**config.mk**
```make
export PLATFORM = sky130hd
export DESIGN_NAME = mem_arbiter_flat
export DESIGN_NICKNAME = d
export VERILOG_FILES = /design/src/rtl/mem_arbiter_pkg.sv /design/src/rtl/mem_arbiter_if.sv /design/src/rtl/arb_pick.sv /design/src/rtl/mem_arbiter.sv /design/src/flat_wrapper.sv
export SDC_FILE = /design/constraint.sdc
export NUM_CORES = 1
export LEC_CHECK = 0
export ABC_AREA = 1
export ABC_CLOCK_PERIOD_IN_PS = 1400
export BUFFER_PORTS_ARGS = -buffer_cell sky130_fd_sc_hd__buf_4
export CAP_MARGIN = 20
export CORE_AREA = 2 2 108 110
export CTS_CLUSTER_DIAMETER = 150
export DETAILED_ROUTE_END_ITERATION = 6
export DIE_AREA = 0 0 110 112
export MAX_ROUTING_LAYER = met4
export SYNTH_ARGS = -nofsm -noshare
export SYNTH_HDL_FRONTEND = slang
export SYNTH_SLANG_ARGS = --single-unit
```
**constraint.sdc**
```tcl
create_clock -name clk -period 1.4 [get_ports clk]
set_input_delay 0.28 -clock clk [delete_from_list [all_inputs] [get_ports clk]]
set_output_delay 0.28 -clock clk [all_outputs]
set_load 0.02 [all_outputs]
```
**src/rtl/mem_arbiter_pkg.sv**
```systemverilog
// Shared types, encodings and defaults for the instruction/data memory arbiter.
package mem_arbiter_pkg;

  localparam int unsigned ADDR_W = 32;
  localparam int unsigned DATA_W = 32;
  localparam int unsigned STRB_W = DATA_W / 8;
  localparam int unsigned SIZE_W = 2;

  // Address parked on the shared port whenever no request is being presented
  localparam logic [ADDR_W-1:0] DEF_ENTRYPOINT = 32'h1c00_0000;

  // Access size codes
  localparam logic [SIZE_W-1:0] SIZE_BYTE = 2'd0;
  localparam logic [SIZE_W-1:0] SIZE_HALF = 2'd1;
  localparam logic [SIZE_W-1:0] SIZE_WORD = 2'd2;

  // Owner / grant identifiers
  localparam logic OWN_INST = 1'b0;
  localparam logic OWN_DATA = 1'b1;

  typedef enum logic [1:0] {
    IDLE = 2'd0,
    REQ  = 2'd1,
    RESP = 2'd2
  } arb_state_e;

  // Request payload presented on the shared memory port
  typedef struct packed {
    logic              wr;
    logic [SIZE_W-1:0] size;
    logic [ADDR_W-1:0] addr;
    logic [STRB_W-1:0] wstrb;
    logic [DATA_W-1:0] wdata;
  } mem_cmd_t;

  // Parked command: entry address, everything else zero
  function automatic mem_cmd_t idle_cmd(input logic [ADDR_W-1:0] entry);
    mem_cmd_t c;
    c       = '0;
    c.size  = SIZE_BYTE;
    c.addr  = entry;
    return c;
  endfunction

  // Instruction fetches are always word reads with no strobes
  function automatic mem_cmd_t inst_cmd(input logic [ADDR_W-1:0] addr);
    mem_cmd_t c;
    c      = '0;
    c.size = SIZE_WORD;
    c.addr = addr;
    return c;
  endfunction

endpackage

```
**src/rtl/mem_arbiter_if.sv**
```systemverilog
// Bundle of requester-side and memory-side handshake signals around the arbiter.
interface mem_arbiter_if;
  import mem_arbiter_pkg::*;

  // Instruction requester
  logic              inst_req;
  logic [ADDR_W-1:0] inst_addr;
  logic              inst_addr_ok;
  logic              inst_data_ok;
  logic [DATA_W-1:0] inst_rdata;

  // Data requester
  logic              data_req;
  logic              data_wr;
  logic [SIZE_W-1:0] data_size;
  logic [ADDR_W-1:0] data_addr;
  logic [STRB_W-1:0] data_wstrb;
  logic [DATA_W-1:0] data_wdata;
  logic              data_addr_ok;
  logic              data_data_ok;
  logic [DATA_W-1:0] data_rdata;

  // Shared memory port
  logic              mem_req;
  logic              mem_wr;
  logic [SIZE_W-1:0] mem_size;
  logic [ADDR_W-1:0] mem_addr;
  logic [STRB_W-1:0] mem_wstrb;
  logic [DATA_W-1:0] mem_wdata;
  logic              mem_addr_ok;
  logic              mem_data_ok;
  logic [DATA_W-1:0] mem_rdata;

  // Arbiter view
  modport slave (
    input  inst_req, inst_addr,
    input  data_req, data_wr, data_size, data_addr, data_wstrb, data_wdata,
    input  mem_addr_ok, mem_data_ok, mem_rdata,
    output inst_addr_ok, inst_data_ok, inst_rdata,
    output data_addr_ok, data_data_ok, data_rdata,
    output mem_req, mem_wr, mem_size, mem_addr, mem_wstrb, mem_wdata
  );

  // Environment view (requesters plus memory)
  modport master (
    output inst_req, inst_addr,
    output data_req, data_wr, data_size, data_addr, data_wstrb, data_wdata,
    output mem_addr_ok, mem_data_ok, mem_rdata,
    input  inst_addr_ok, inst_data_ok, inst_rdata,
    input  data_addr_ok, data_data_ok, data_rdata,
    input  mem_req, mem_wr, mem_size, mem_addr, mem_wstrb, mem_wdata
  );

endinterface

```
**src/rtl/arb_pick.sv**
```systemverilog
// Combinational winner selection between the instruction and data requesters.
module arb_pick
  import mem_arbiter_pkg::*;
#(
  parameter bit RR = 1'b0
) (
  input  logic last_grant_i,
  input  logic inst_req_i,
  input  logic data_req_i,
  output logic win_data_o
);

  // Fixed mode: data always wins. Round-robin: a tie goes to whoever was not granted last.
  always_comb begin
    win_data_o = data_req_i;
    if (RR && inst_req_i && data_req_i) begin
      win_data_o = (last_grant_i == OWN_INST);
    end
  end

endmodule

```
**src/rtl/mem_arbiter.sv**
```systemverilog
// Two-requester arbiter onto one shared memory port, one transaction in flight.
module mem_arbiter
  import mem_arbiter_pkg::*;
#(
  parameter bit                RR         = 1'b0,
  parameter logic [ADDR_W-1:0] ENTRYPOINT = DEF_ENTRYPOINT
) (
  input logic          clk,
  input logic          resetn,
  mem_arbiter_if.slave bus
);

  arb_state_e state_q;
  logic       owner_q;
  logic       last_grant_q;
  logic       win_data;
  logic       in_req;
  logic       in_resp;
  logic       accept;
  logic       respond;
  mem_cmd_t   cmd;

  arb_pick #(.RR(RR)) u_pick (
    .last_grant_i (last_grant_q),
    .inst_req_i   (bus.inst_req),
    .data_req_i   (bus.data_req),
    .win_data_o   (win_data)
  );

  // Arbitration FSM: pick in IDLE, present in REQ until accepted, wait for response in RESP
  always_ff @(posedge clk or negedge resetn) begin
    if (!resetn) begin
      state_q      <= IDLE;
      owner_q      <= OWN_INST;
      last_grant_q <= OWN_DATA;
    end else begin
      unique case (state_q)
        IDLE: begin
          if (bus.inst_req || bus.data_req) begin
            owner_q <= win_data;
            state_q <= REQ;
          end
        end
        REQ: begin
          if (bus.mem_addr_ok) begin
            last_grant_q <= owner_q;
            state_q      <= RESP;
          end
        end
        RESP: begin
          if (bus.mem_data_ok) begin
            state_q <= IDLE;
          end
        end
        default: state_q <= IDLE;
      endcase
    end
  end

  assign in_req  = (state_q == REQ);
  assign in_resp = (state_q == RESP);
  assign accept  = in_req  && bus.mem_addr_ok;
  assign respond = in_resp && bus.mem_data_ok;

  // Shared-port command: the owner's fields while requesting, parked otherwise
  always_comb begin
    cmd = idle_cmd(ENTRYPOINT);
    if (in_req) begin
      if (owner_q == OWN_DATA) begin
        cmd.wr    = bus.data_wr;
        cmd.size  = bus.data_size;
        cmd.addr  = bus.data_addr;
        cmd.wstrb = bus.data_wstrb;
        cmd.wdata = bus.data_wdata;
      end else begin
        cmd = inst_cmd(bus.inst_addr);
      end
    end
  end

  assign bus.mem_req   = in_req;
  assign bus.mem_wr    = cmd.wr;
  assign bus.mem_size  = cmd.size;
  assign bus.mem_addr  = cmd.addr;
  assign bus.mem_wstrb = cmd.wstrb;
  assign bus.mem_wdata = cmd.wdata;

  // Handshake pulses pass straight through to the current owner only
  assign bus.inst_addr_ok = accept  && (owner_q == OWN_INST);
  assign bus.data_addr_ok = accept  && (owner_q == OWN_DATA);
  assign bus.inst_data_ok = respond && (owner_q == OWN_INST);
  assign bus.data_data_ok = respond && (owner_q == OWN_DATA);
  assign bus.inst_rdata   = (respond && (owner_q == OWN_INST)) ? bus.mem_rdata : '0;
  assign bus.data_rdata   = (respond && (owner_q == OWN_DATA)) ? bus.mem_rdata : '0;

endmodule

```
**src/flat_wrapper.sv**
```systemverilog
// flat-port wrapper written by rule: the top's interface ports become plain ports
module mem_arbiter_flat import mem_arbiter_pkg::*;
#(
  parameter bit                RR         = 1'b0,
  parameter logic [ADDR_W-1:0] ENTRYPOINT = DEF_ENTRYPOINT
)
  (clk, resetn, bus_inst_req, bus_inst_addr, bus_data_req, bus_data_wr, bus_data_size, bus_data_addr, bus_data_wstrb, bus_data_wdata, bus_mem_addr_ok, bus_mem_data_ok, bus_mem_rdata, bus_inst_addr_ok, bus_inst_data_ok, bus_inst_rdata, bus_data_addr_ok, bus_data_data_ok, bus_data_rdata, bus_mem_req, bus_mem_wr, bus_mem_size, bus_mem_addr, bus_mem_wstrb, bus_mem_wdata);
  mem_arbiter_if bus_i ();
  input logic clk;
  input logic resetn;
  input wire logic [$bits(bus_i.inst_req)-1:0] bus_inst_req;
  input wire logic [$bits(bus_i.inst_addr)-1:0] bus_inst_addr;
  input wire logic [$bits(bus_i.data_req)-1:0] bus_data_req;
  input wire logic [$bits(bus_i.data_wr)-1:0] bus_data_wr;
  input wire logic [$bits(bus_i.data_size)-1:0] bus_data_size;
  input wire logic [$bits(bus_i.data_addr)-1:0] bus_data_addr;
  input wire logic [$bits(bus_i.data_wstrb)-1:0] bus_data_wstrb;
  input wire logic [$bits(bus_i.data_wdata)-1:0] bus_data_wdata;
  input wire logic [$bits(bus_i.mem_addr_ok)-1:0] bus_mem_addr_ok;
  input wire logic [$bits(bus_i.mem_data_ok)-1:0] bus_mem_data_ok;
  input wire logic [$bits(bus_i.mem_rdata)-1:0] bus_mem_rdata;
  output wire logic [$bits(bus_i.inst_addr_ok)-1:0] bus_inst_addr_ok;
  output wire logic [$bits(bus_i.inst_data_ok)-1:0] bus_inst_data_ok;
  output wire logic [$bits(bus_i.inst_rdata)-1:0] bus_inst_rdata;
  output wire logic [$bits(bus_i.data_addr_ok)-1:0] bus_data_addr_ok;
  output wire logic [$bits(bus_i.data_data_ok)-1:0] bus_data_data_ok;
  output wire logic [$bits(bus_i.data_rdata)-1:0] bus_data_rdata;
  output wire logic [$bits(bus_i.mem_req)-1:0] bus_mem_req;
  output wire logic [$bits(bus_i.mem_wr)-1:0] bus_mem_wr;
  output wire logic [$bits(bus_i.mem_size)-1:0] bus_mem_size;
  output wire logic [$bits(bus_i.mem_addr)-1:0] bus_mem_addr;
  output wire logic [$bits(bus_i.mem_wstrb)-1:0] bus_mem_wstrb;
  output wire logic [$bits(bus_i.mem_wdata)-1:0] bus_mem_wdata;
  assign bus_i.inst_req = bus_inst_req;
  assign bus_i.inst_addr = bus_inst_addr;
  assign bus_i.data_req = bus_data_req;
  assign bus_i.data_wr = bus_data_wr;
  assign bus_i.data_size = bus_data_size;
  assign bus_i.data_addr = bus_data_addr;
  assign bus_i.data_wstrb = bus_data_wstrb;
  assign bus_i.data_wdata = bus_data_wdata;
  assign bus_i.mem_addr_ok = bus_mem_addr_ok;
  assign bus_i.mem_data_ok = bus_mem_data_ok;
  assign bus_i.mem_rdata = bus_mem_rdata;
  assign bus_inst_addr_ok = bus_i.inst_addr_ok;
  assign bus_inst_data_ok = bus_i.inst_data_ok;
  assign bus_inst_rdata = bus_i.inst_rdata;
  assign bus_data_addr_ok = bus_i.data_addr_ok;
  assign bus_data_data_ok = bus_i.data_data_ok;
  assign bus_data_rdata = bus_i.data_rdata;
  assign bus_mem_req = bus_i.mem_req;
  assign bus_mem_wr = bus_i.mem_wr;
  assign bus_mem_size = bus_i.mem_size;
  assign bus_mem_addr = bus_i.mem_addr;
  assign bus_mem_wstrb = bus_i.mem_wstrb;
  assign bus_mem_wdata = bus_i.mem_wdata;
  mem_arbiter #(.RR(RR), .ENTRYPOINT(ENTRYPOINT)) u_core (.clk(clk), .resetn(resetn), .bus(bus_i));
endmodule
```
==> metrics.md, run 1 <==
| Metric | Value |
|---|---|
| Outcome | `complete, but fails checks` |
| Failing checks | `negative setup slack` |
| # H-tree levels | `1` |
| Largest area contributor in the netlist | `nand2_1` |
| Clk_lat worst skew | `220 ps` |
| Crit path from | `u_core.owner_q$_DFFE_PN0P_` |
| Cts bufs inserted | `3` |
| Area growth, synth to finish | `228%` |
| R2R cell count | `6` |
| Core Box Area | `11200 sq um` |
| Chip Width | `110 um` |
| Initial Utilization | `13.2%` |
| I/O pins | `281` |
| Final Hold Viols | `0` |
| Initial antenna violation count | `0` |
| Top post-synthesis cells by area | `nand2_1, nor2_1, nor3_1, a21oi_1, inv_1` |
| Worst setup margin | `-293 ps` |
| CP Max Fanout | `15` |
| Clock Skew | `1.45 ps` |
| Slew headroom | `85.4%` |
| Final Max Tran Viols | `0` |
| Pwr Total | `7.87 mW` |
| Arr. time, crit path | `1410 ps` |
| Critical Path Source Type | `register` |
| Final setup vio count | `140` |
| Placer Congestion | `0.855` |
| Mapped Area | `1480 sq um` |
| Leakage | `2.56 nW` |
| FF-to-FF setup slack | `290 ps` |
| Hold WS | `275 ps` |
| Vias in the first global route | `2997` |
| IO Port Bufs | `280` |
| Avg WL per Cell | `13.2 um` |
| Die area | `12300 sq um` |
| Post-route minimum period | `1690 ps` |
| FF+latch count, synth | `3` |
| Synth unique cells | `18` |
| Data required, critical path | `1120 ps` |
| # rows | `39` |
| Router iterations before antenna repair | `4` |
| Clk root buf | `clkbuf_16` |
| Fill cell count | `1141` |
| F_max | `0.591 GHz` |
| Yosys Warn Count | `0` |
| Setup CP Type | `reg -> out` |
| CTS Buffer Depth | `2` |
| Pwr/cell area | `1620 nW/um^2` |
| Yosys top cell area share | `27.7%` |
| First-pass GRT wire length | `14400 um` |
| Synth Area per Inst | `4.56 sq um` |
| Clock sink count | `3` |
| Worst-margin pin slew | `218 ps` |
| Final Cycle Share | `121%` |
| Worst min-delay path category | `in -> reg` |
| GR Util All Layers | `14.9%` |
| N_diodes | `0` |
| Detailed Place HPWL | `7780 um` |
| Peak supply drop | `0.755 mV` |
| Die Y | `112 um` |
| DRT iter0 DRCs | `141` |
| Setup crit end | `bus_data_rdata[24]` |
| Nets@finish | `763` |
| Layout cells sized above 1 | `69.1%` |
| Remaining global-route overflow | `0` |
| Sequential share of the synthesized area | `5.08%` |
| Mapped Nets | `465` |
| CTS tree | `yes` |
| Clock-pin transition on the worst setup and hold timing paths | `30 ps` |
| Drc violations | `0` |
| Vias per std cell | `4.12` |
| RSZ-0062 raised after global routing | `yes` |
| DRT Wirelength | `10100 um` |
| Crit Reg-Reg Endpoint | `u_core.state_q[1]$_DFFE_PN0P_` |
| Vias | `3151` |
| Routed Antenna Nets | `0` |
| Maxcap violations | `0` |
| Critical Path End Type | `primary output` |
| R2R Path Start | `u_core.state_q[0]$_DFFE_PN0P_` |
| Layout Utilization | `43.4%` |
| Largest net degree at the start of global routing | `33` |
| Post-Syn Instances | `324` |
==> sequential cells by signal (all words and copies together) (netlist names) <==
| signal | flops |
|---|---|
| u_core.state_q | 2 |
| u_core.owner_q | 1 |
==> area by class of cell <==
| type | instances | area, sq um | share of cell area (%) |
|---|---|---|---|
| Clock buffer | 4 | 78.8 | 1.62 |
| Inverter | 38 | 149 | 3.07 |
| Multi-Input combinational cell | 256 | 1560 | 32.2 |
| Sequential cell | 3 | 81.3 | 1.68 |
| Tap cell | 143 | 179 | 3.69 |
| Timing Repair Buffer | 320 | 2800 | 57.7 |
==> worst min path at each step <==
stage / cells past startpoint / endpoint / start
3_5_place_dp: 1 / u_core.state_q[0]$_DFFE_PN0P_ / resetn
6_report: 3 / u_core.owner_q$_DFFE_PN0P_ / bus_data_req
4_1_cts: 2 / u_core.state_q[0]$_DFFE_PN0P_ / bus_mem_addr_ok
3_3_place_gp: 1 / u_core.state_q[0]$_DFFE_PN0P_ / resetn
5_1_grt: 2 / u_core.state_q[0]$_DFFE_PN0P_ / bus_mem_addr_ok
2_1_floorplan: 0 / u_core.owner_q$_DFFE_PN0P_ / resetn
==> layout by cell type, fill, tap and decap left out, types with 6 or more instances in the layout <==
master,count
a21oi_2,24
buf_12,11
buf_4,267
buf_6,34
clkbuf_16,6
inv_1,35
nand2_1,106
nor2_1,40
nor2_2,29
nor2_4,8
nor3_2,23
nor3_4,9
==> synth_stat cells (all sizes together) <==
| cell type | number |
|---|---|
| a21oi | 29 |
| buf | 23 |
| clkbuf | 5 |
| clkinv | 1 |
| dfrtp | 3 |
| inv | 37 |
| nand2 | 110 |
| nand3 | 4 |
| nand4 | 1 |
| nor2 | 77 |
| nor3 | 32 |
| o21ai | 2 |
==> cells by family after synthesis <==
| group | after synthesis | share of synthesized area (%) |
|---|---|---|
| compound gates | 31 | 10.5 |
| buf+inv | 66 | 21.7 |
| flops | 3 | 5.08 |
| simple gates | 224 | 62.8 |
==> per-stage QoR <==
| step | setup WS, ps | instance area (sq um) | std cells | TNS (ps) |
|---|---|---|---|---|
| 2_1_floorplan | -88.8 | 1810 | 324 | -2940 |
| 3_3_place_gp | -60.3 | 4230 | 746 | -2810 |
| 3_5_place_dp | -62.5 | 4230 | 746 | -4090 |
| 4_1_cts | -297 | 4630 | 758 | -34830 |
| 5_1_grt | -361 | 4850 | 764 | -40260 |
| 6_report | -293 | 4850 | 764 | -31640 |
==> critical path: stages, from the launching register on <==
cell and delay, ps:
dfrtp_4 440, buf_12 130, nand4_4 170, buf_12 210, nor2_2 90, buf_4 150
==> power breakdown <==
| group | switching [mW] | internal (mW) | leakage (nW) |
|---|---|---|---|
| clock network | 0.0765 | 0.376 | 0.0382 |
| registers | 0.0840 | 0.146 | 0.0334 |
| logic | 3.92 | 3.27 | 2.49 |
| total | 4.08 | 3.79 | 2.56 |
==> metal layers <==
metal	vias up	global-route usage (%)	part of all wire, %	wire length [um]
met3	6	1.11	7.4	748
met5	-	-	0	0
met2	152	28.1	54	5500
li1	1584	-	-	-
met4	0	4.05	0.87	88
met1	1409	16.4	37	3770
==> timing repair <==
item | in CTS | in global routing
pin swaps | 3 | 1
endpoints found under the setup margin | 140 | 140
setup buffers | 3 | 1
gates resized for setup | 41 | 29
gates cloned | 4 | 5
hold endpoints to repair | 3 | 0
hold buffers | 1 | 0
Note: power is estimated with default switching activity, not from simulation.
==> run 2, diff against run 1 <==
==> constraint.sdc (replaced) <==
create_clock -name clk -period 1.4 [get_ports clk]
set_input_delay 0.42 -clock clk [delete_from_list [all_inputs] [get_ports clk]]
set_output_delay 0.42 -clock clk [all_outputs]
set_load 0.02 [all_outputs]
==> metrics.md, run 2 (same netlist as run 1, synthesis figures left out) <==
| Metric | Value |
|---|---|
| Outcome | `complete, but fails checks` |
| Failing checks | `negative setup slack` |
| F_max | `0.538 GHz` |
| Largest net degree at the start of global routing | `25` |
| Clk root buf | `clkbuf_16` |
| GR Util All Layers | `17.9%` |
| P_sw | `5.86 mW` |
| Inst Count DP | `751` |
| Detailed Place HPWL | `8420 um` |
| RSZ-0062 raised after global routing | `yes` |
| First-pass GRT wire length | `16800 um` |
| I/O pins | `281` |
| HP Start | `bus_data_req` |
| Crit path from | `u_core.state_q[1]$_DFFE_PN0P_` |
| Vias per std cell | `4.27` |
| Largest register FFs | `2` |
| Routed Antenna Nets | `0` |
| Final Cycle Share | `133%` |
| Core Box Area | `11200 sq um` |
| Data required, critical path | `980 ps` |
| DRT Wirelength | `11500 um` |
| Post-route minimum period | `1860 ps` |
| Sequential share of power | `2.0%` |
| Placer Congestion | `0.787` |
| Clk_lat worst skew | `220 ps` |
| Critical Path Source Type | `register` |
| Final TNS setup | `-56000 ps` |
| Final Max Tran Viols | `0` |
| Final Hold Viols | `0` |
| Initial antenna violation count | `0` |
| Internal Power | `5.37 mW` |
| CTS tree | `yes` |
| Clock-pin transition on the worst setup and hold timing paths | `30 ps` |
| Slew headroom | `85.1%` |
| DRT iter0 DRCs | `77` |
| Die area | `12300 sq um` |
| Peak supply drop | `1.30 mV` |
| Nets@finish | `774` |
| Worst min-delay path category | `in -> reg` |
| Vias in the first global route | `3462` |
| Pwr Total | `11.2 mW` |
| Area growth, synth to finish | `337%` |
| Pre-CTS WS | `-236 ps` |
| Comb pwr share | `94.0%` |
| Maxcap violations | `0` |
| Final setup vio count | `140` |
| Worst-margin pin slew | `224 ps` |
| Setup CP Type | `reg -> out` |
| Most frequent cells in the layout | `buf_4, buf_6, nor2_4` |
| Layout cells sized above 1 | `84.2%` |
| CP Max Fanout | `6` |
| Pwr/cell area | `1740 nW/um^2` |
| Switching Share | `52.2%` |
| Clock sink count | `3` |
| R2R Path Start | `u_core.state_q[1]$_DFFE_PN0P_` |
| Most common cell after layout, fill and taps aside | `buf_4` |
| IO Port Bufs | `280` |
| Avg WL per Cell | `14.8 um` |
| Router iterations before antenna repair | `4` |
| Remaining global-route overflow | `0` |
| # H-tree levels | `1` |
| Layout Cells excl Fill | `775` |
| Initial Utilization | `13.2%` |
| Chip Width | `110 um` |
| Drc violations | `0` |
| Leakage | `3.01 nW` |
| Die Y | `112 um` |
| N_diodes | `0` |
| Arr. time, crit path | `1440 ps` |
| Largest Register | `u_core.state_q` |
| Critical Path End Type | `primary output` |
| Vias | `3311` |
| Top flop regs | `u_core.state_q (2), u_core.owner_q (1)` |
| CTS Buffer Depth | `2` |
| Worst setup margin | `-460 ps` |
| Clock power frac | `4.0%` |
| Clock Skew | `1.27 ps` |
| Cts bufs inserted | `3` |
| # rows | `39` |
-- run 2: changes by cell type in the layout (fill, tap and decap cells not counted), sizes merged --
cell | previous run | this run
buf | 316 | 329
clkbuf | 7 | 5
clkinvlp | 0 | 1
inv | 37 | 36
-- run 2: path summary, 6_finish.rpt --
check / cells after the start / to / slack (ps)
worst min-delay path: 3 / u_core.owner_q$_DFFE_PN0P_ / 420
worst min register to register: 3 / u_core.owner_q$_DFFE_PN0P_ / 720
worst max register to register: 4 / u_core.state_q[0]$_DFFE_PN0P_ / 300
max in group asynchronous: 2 / u_core.owner_q$_DFFE_PN0P_ / 720
min in group asynchronous: 2 / u_core.state_q[1]$_DFFE_PN0P_ / 570
worst max-delay path: 6 / bus_mem_wstrb[3] / -460
-- run 2: what timing repair did --
item | in CTS | in global routing
endpoints found under the setup margin | 140 | 140
hold buffers | 1 | 0
pin swaps | 12 | 11
cloned | 12 | 1
hold endpoints to repair | 3 | 0
resized for setup | 196 | 49
setup buffers | 6 | 0
-- run 2: layout make-up --
class                      count  area, sq um
clock buffer                   4         78.8
fill                         941         4700
inverter                      38          161
multi-input combinational    256         2610
sequential                     3         80.1
tap                          143          179
timing repair buffer         331         3360
-- run 2: power groups by stage --
stage | Sequential, mW | Clock, mW | Combinational [mW]
floorplan | 0.190 | 0 | 5.22
global placement | 0.259 | 0 | 7.49
detailed placement | 0.263 | 0 | 7.56
CTS | 0.218 | 0.456 | 10.1
global route | 0.230 | 0.465 | 11.1
finish | 0.223 | 0.451 | 10.6
-- run 2: through the flow --
step	cell area (sq um)	hold slack, ps	utilization (%)
2_1_floorplan	2750	124	-
3_3_place_gp	5130	211	45.9
3_5_place_dp	5130	212	45.9
4_1_cts	6240	420	55.9
5_1_grt	6470	442	57.9
6_report	6470	421	57.9
-- run 2: routing by layer --
metal | GRT usage [%] | up-vias | wire, um
met5 | - | - | 0
met4 | 3.71 | 0 | 144
met3 | 2.05 | 8 | 857
met2 | 36.9 | 160 | 6800
met1 | 16.9 | 1535 | 3680
li1 | - | 1608 | -
-- run 2: worst max-delay path, cell delays in order, from the launching register on --
cell	delay, ps
dfrtp_2	480
inv_4	120
buf_6	120
nand2_8	80
clkbuf_16	180
nor2_4	100
buf_6	130
==> run 3, diff against run 2 <==
==> constraint.sdc (replaced) <==
create_clock -name clk -period 1.4 [get_ports clk]
set_input_delay 0.14 -clock clk [delete_from_list [all_inputs] [get_ports clk]]
set_output_delay 0.14 -clock clk [all_outputs]
set_load 0.02 [all_outputs]
==> metrics.md, run 3 (same netlist as run 1, synthesis figures left out) <==
| Metric | Value |
|---|---|
| Outcome | `complete, but fails checks` |
| Failing checks | `negative setup slack` |
| CP bufs+invs | `3` |
| Clock-pin transition on the worst setup and hold timing paths | `30 ps` |
| Crit path largest cell delay | `510 ps` |
| Layout Utilization | `48.0%` |
| Routed Antenna Nets | `0` |
| Final Max Tran Viols | `0` |
| F_max | `0.616 GHz` |
| Arr. time, crit path | `1480 ps` |
| Vias | `3300` |
| Die area | `12300 sq um` |
| Vias per std cell | `4.30` |
| Stages on worst setup path | `5` |
| Final Cycle Share | `116%` |
| Top flop regs | `u_core.state_q (2), u_core.owner_q (1)` |
| Initial Utilization | `13.2%` |
| DRT Wirelength | `11800 um` |
| Crit-path cells | `clkinvlp_4 -> clkbuf_16 -> nand2_1 -> a21oi_2 -> buf_4` |
| Setup CP Type | `reg -> out` |
| Chip Width | `110 um` |
| Clock sink count | `3` |
| Final Hold Viols | `0` |
| Data required, critical path | `1260 ps` |
| Most frequent cells in the layout | `buf_4, nand2_1, buf_6` |
| Critical Path End Type | `primary output` |
| Drc violations | `0` |
| Top delay family on crit path | `buffers and inverters` |
| Crit-path slowest cell | `dfrtp_4` |
| Critical Path Source Type | `register` |
| Largest Register | `u_core.state_q` |
| Worst hold path depth | `3` |
| Clk_lat worst skew | `220 ps` |
| Most common cell after layout, fill and taps aside | `buf_4` |
| CTS Buffer Depth | `2` |
| Die Y | `112 um` |
| First-pass GRT wire length | `14100 um` |
| Initial antenna violation count | `0` |
| Worst min-delay path category | `in -> reg` |
| IO Port Bufs | `280` |
| Avg WL per Cell | `15.4 um` |
| Worst-margin pin slew | `243 ps` |
| Core Box Area | `11200 sq um` |
| Post-route minimum period | `1620 ps` |
| DRT iter0 DRCs | `131` |
| Largest register FFs | `2` |
| Clock Skew | `2.30 ps` |
| N_diodes | `0` |
| # rows | `39` |
| Placer Congestion | `0.828` |
| CP Max Fanout | `7` |
| Largest net degree at the start of global routing | `60` |
| Final setup vio count | `140` |
| # H-tree levels | `1` |
| Area growth, synth to finish | `263%` |
| RSZ-0062 raised after global routing | `yes` |
| Worst setup margin | `-225 ps` |
| Pre-CTS WS | `-48.1 ps` |
| Layout cells sized above 1 | `72.1%` |
| GR Util All Layers | `14.7%` |
| CTS tree | `yes` |
| Slew headroom | `83.7%` |
| R2R cell count | `5` |
| Peak supply drop | `1.01 mV` |
| Pwr/cell area | `1650 nW/um^2` |
| I/O pins | `281` |
| Cts bufs inserted | `3` |
| Maxcap violations | `0` |
| Router iterations before antenna repair | `4` |
| Nets@finish | `766` |
| Leakage | `2.75 nW` |
| Vias in the first global route | `3020` |
| Remaining global-route overflow | `0` |
| Detailed Place HPWL | `7350 um` |
| Clk root buf | `clkbuf_16` |
## run 3: cell types whose count changed in the layout (fill, tap and decap cells not counted), sizes merged
cell / previous run / this run
buf: 329 / 313
clkbuf: 5 / 13
clkinv: 1 / 0
inv: 36 / 37
## run 3: final timing paths
path                                               start                       endpoint  slack (ps)
max                           u_core.owner_q$_DFFE_PN0P_                bus_mem_addr[8]        -220
min                                         bus_data_req     u_core.owner_q$_DFFE_PN0P_         130
max reg2reg                u_core.state_q[1]$_DFFE_PN0P_  u_core.state_q[1]$_DFFE_PN0P_         330
min reg2reg                u_core.state_q[1]$_DFFE_PN0P_     u_core.owner_q$_DFFE_PN0P_         610
max in group asynchronous                         resetn     u_core.owner_q$_DFFE_PN0P_        1020
min in group asynchronous                         resetn     u_core.owner_q$_DFFE_PN0P_         270
## run 3: area by class of cell
| class | instances | area [sq um] |
|---|---|---|
| timing repair buffer | 323 | 3100 |
| fill | 1047 | 5810 |
| inverter | 38 | 146 |
| sequential | 3 | 80.1 |
| tap | 143 | 179 |
| clock buffer | 4 | 78.8 |
| multi-input combinational | 256 | 1780 |
## run 3: metal layers
metal | vias up | share of wire [%] | track usage, %
met1 | 1506 | 36 | 15.6
met3 | 12 | 7.3 | 1.46
met5 | - | 0 | -
met4 | 0 | 1.3 | 4.47
li1 | 1594 | - | -
met2 | 188 | 55 | 27.7
## run 3: tightest hold or removal path: stages
cell	delay, ps
buf_4	80
nand2_1	40
nand2_1	50
## run 3: power breakdown
| part | total [mW] | switching (mW) | leakage (nW) | internal, mW |
|---|---|---|---|---|
| sequential | 0.213 | 0.0698 | 0.0345 | 0.143 |
| combinational | 8.19 | 4.46 | 2.68 | 3.72 |
| clock | 0.454 | 0.0781 | 0.0382 | 0.376 |
## run 3: metrics by stage
step / TNS (ps) / hold WS (ps) / cells / power (mW) / cell area (sq um)
floorplan: -1100 / -156 / 324 / 3.20 / 1540
global placement: -10.5 / -67.4 / 737 / 5.44 / 3860
detailed placement: -48.1 / -65.2 / 737 / 5.50 / 3860
CTS: -15740 / 128 / 749 / 6.92 / 4280
global route: -28760 / 142 / 767 / 9.35 / 5370
finish: -19620 / 129 / 767 / 8.85 / 5370
## run 3: what timing repair did
action | 4_1_cts | 5_1_grt
endpoints found under the setup margin | 139 | 139
cloned | 5 | 12
setup buffers | 2 | 6
gates resized for setup | 47 | 198
hold buffers | 1 | 0
pin swaps | 3 | 20
hold endpoints to repair | 3 | 0
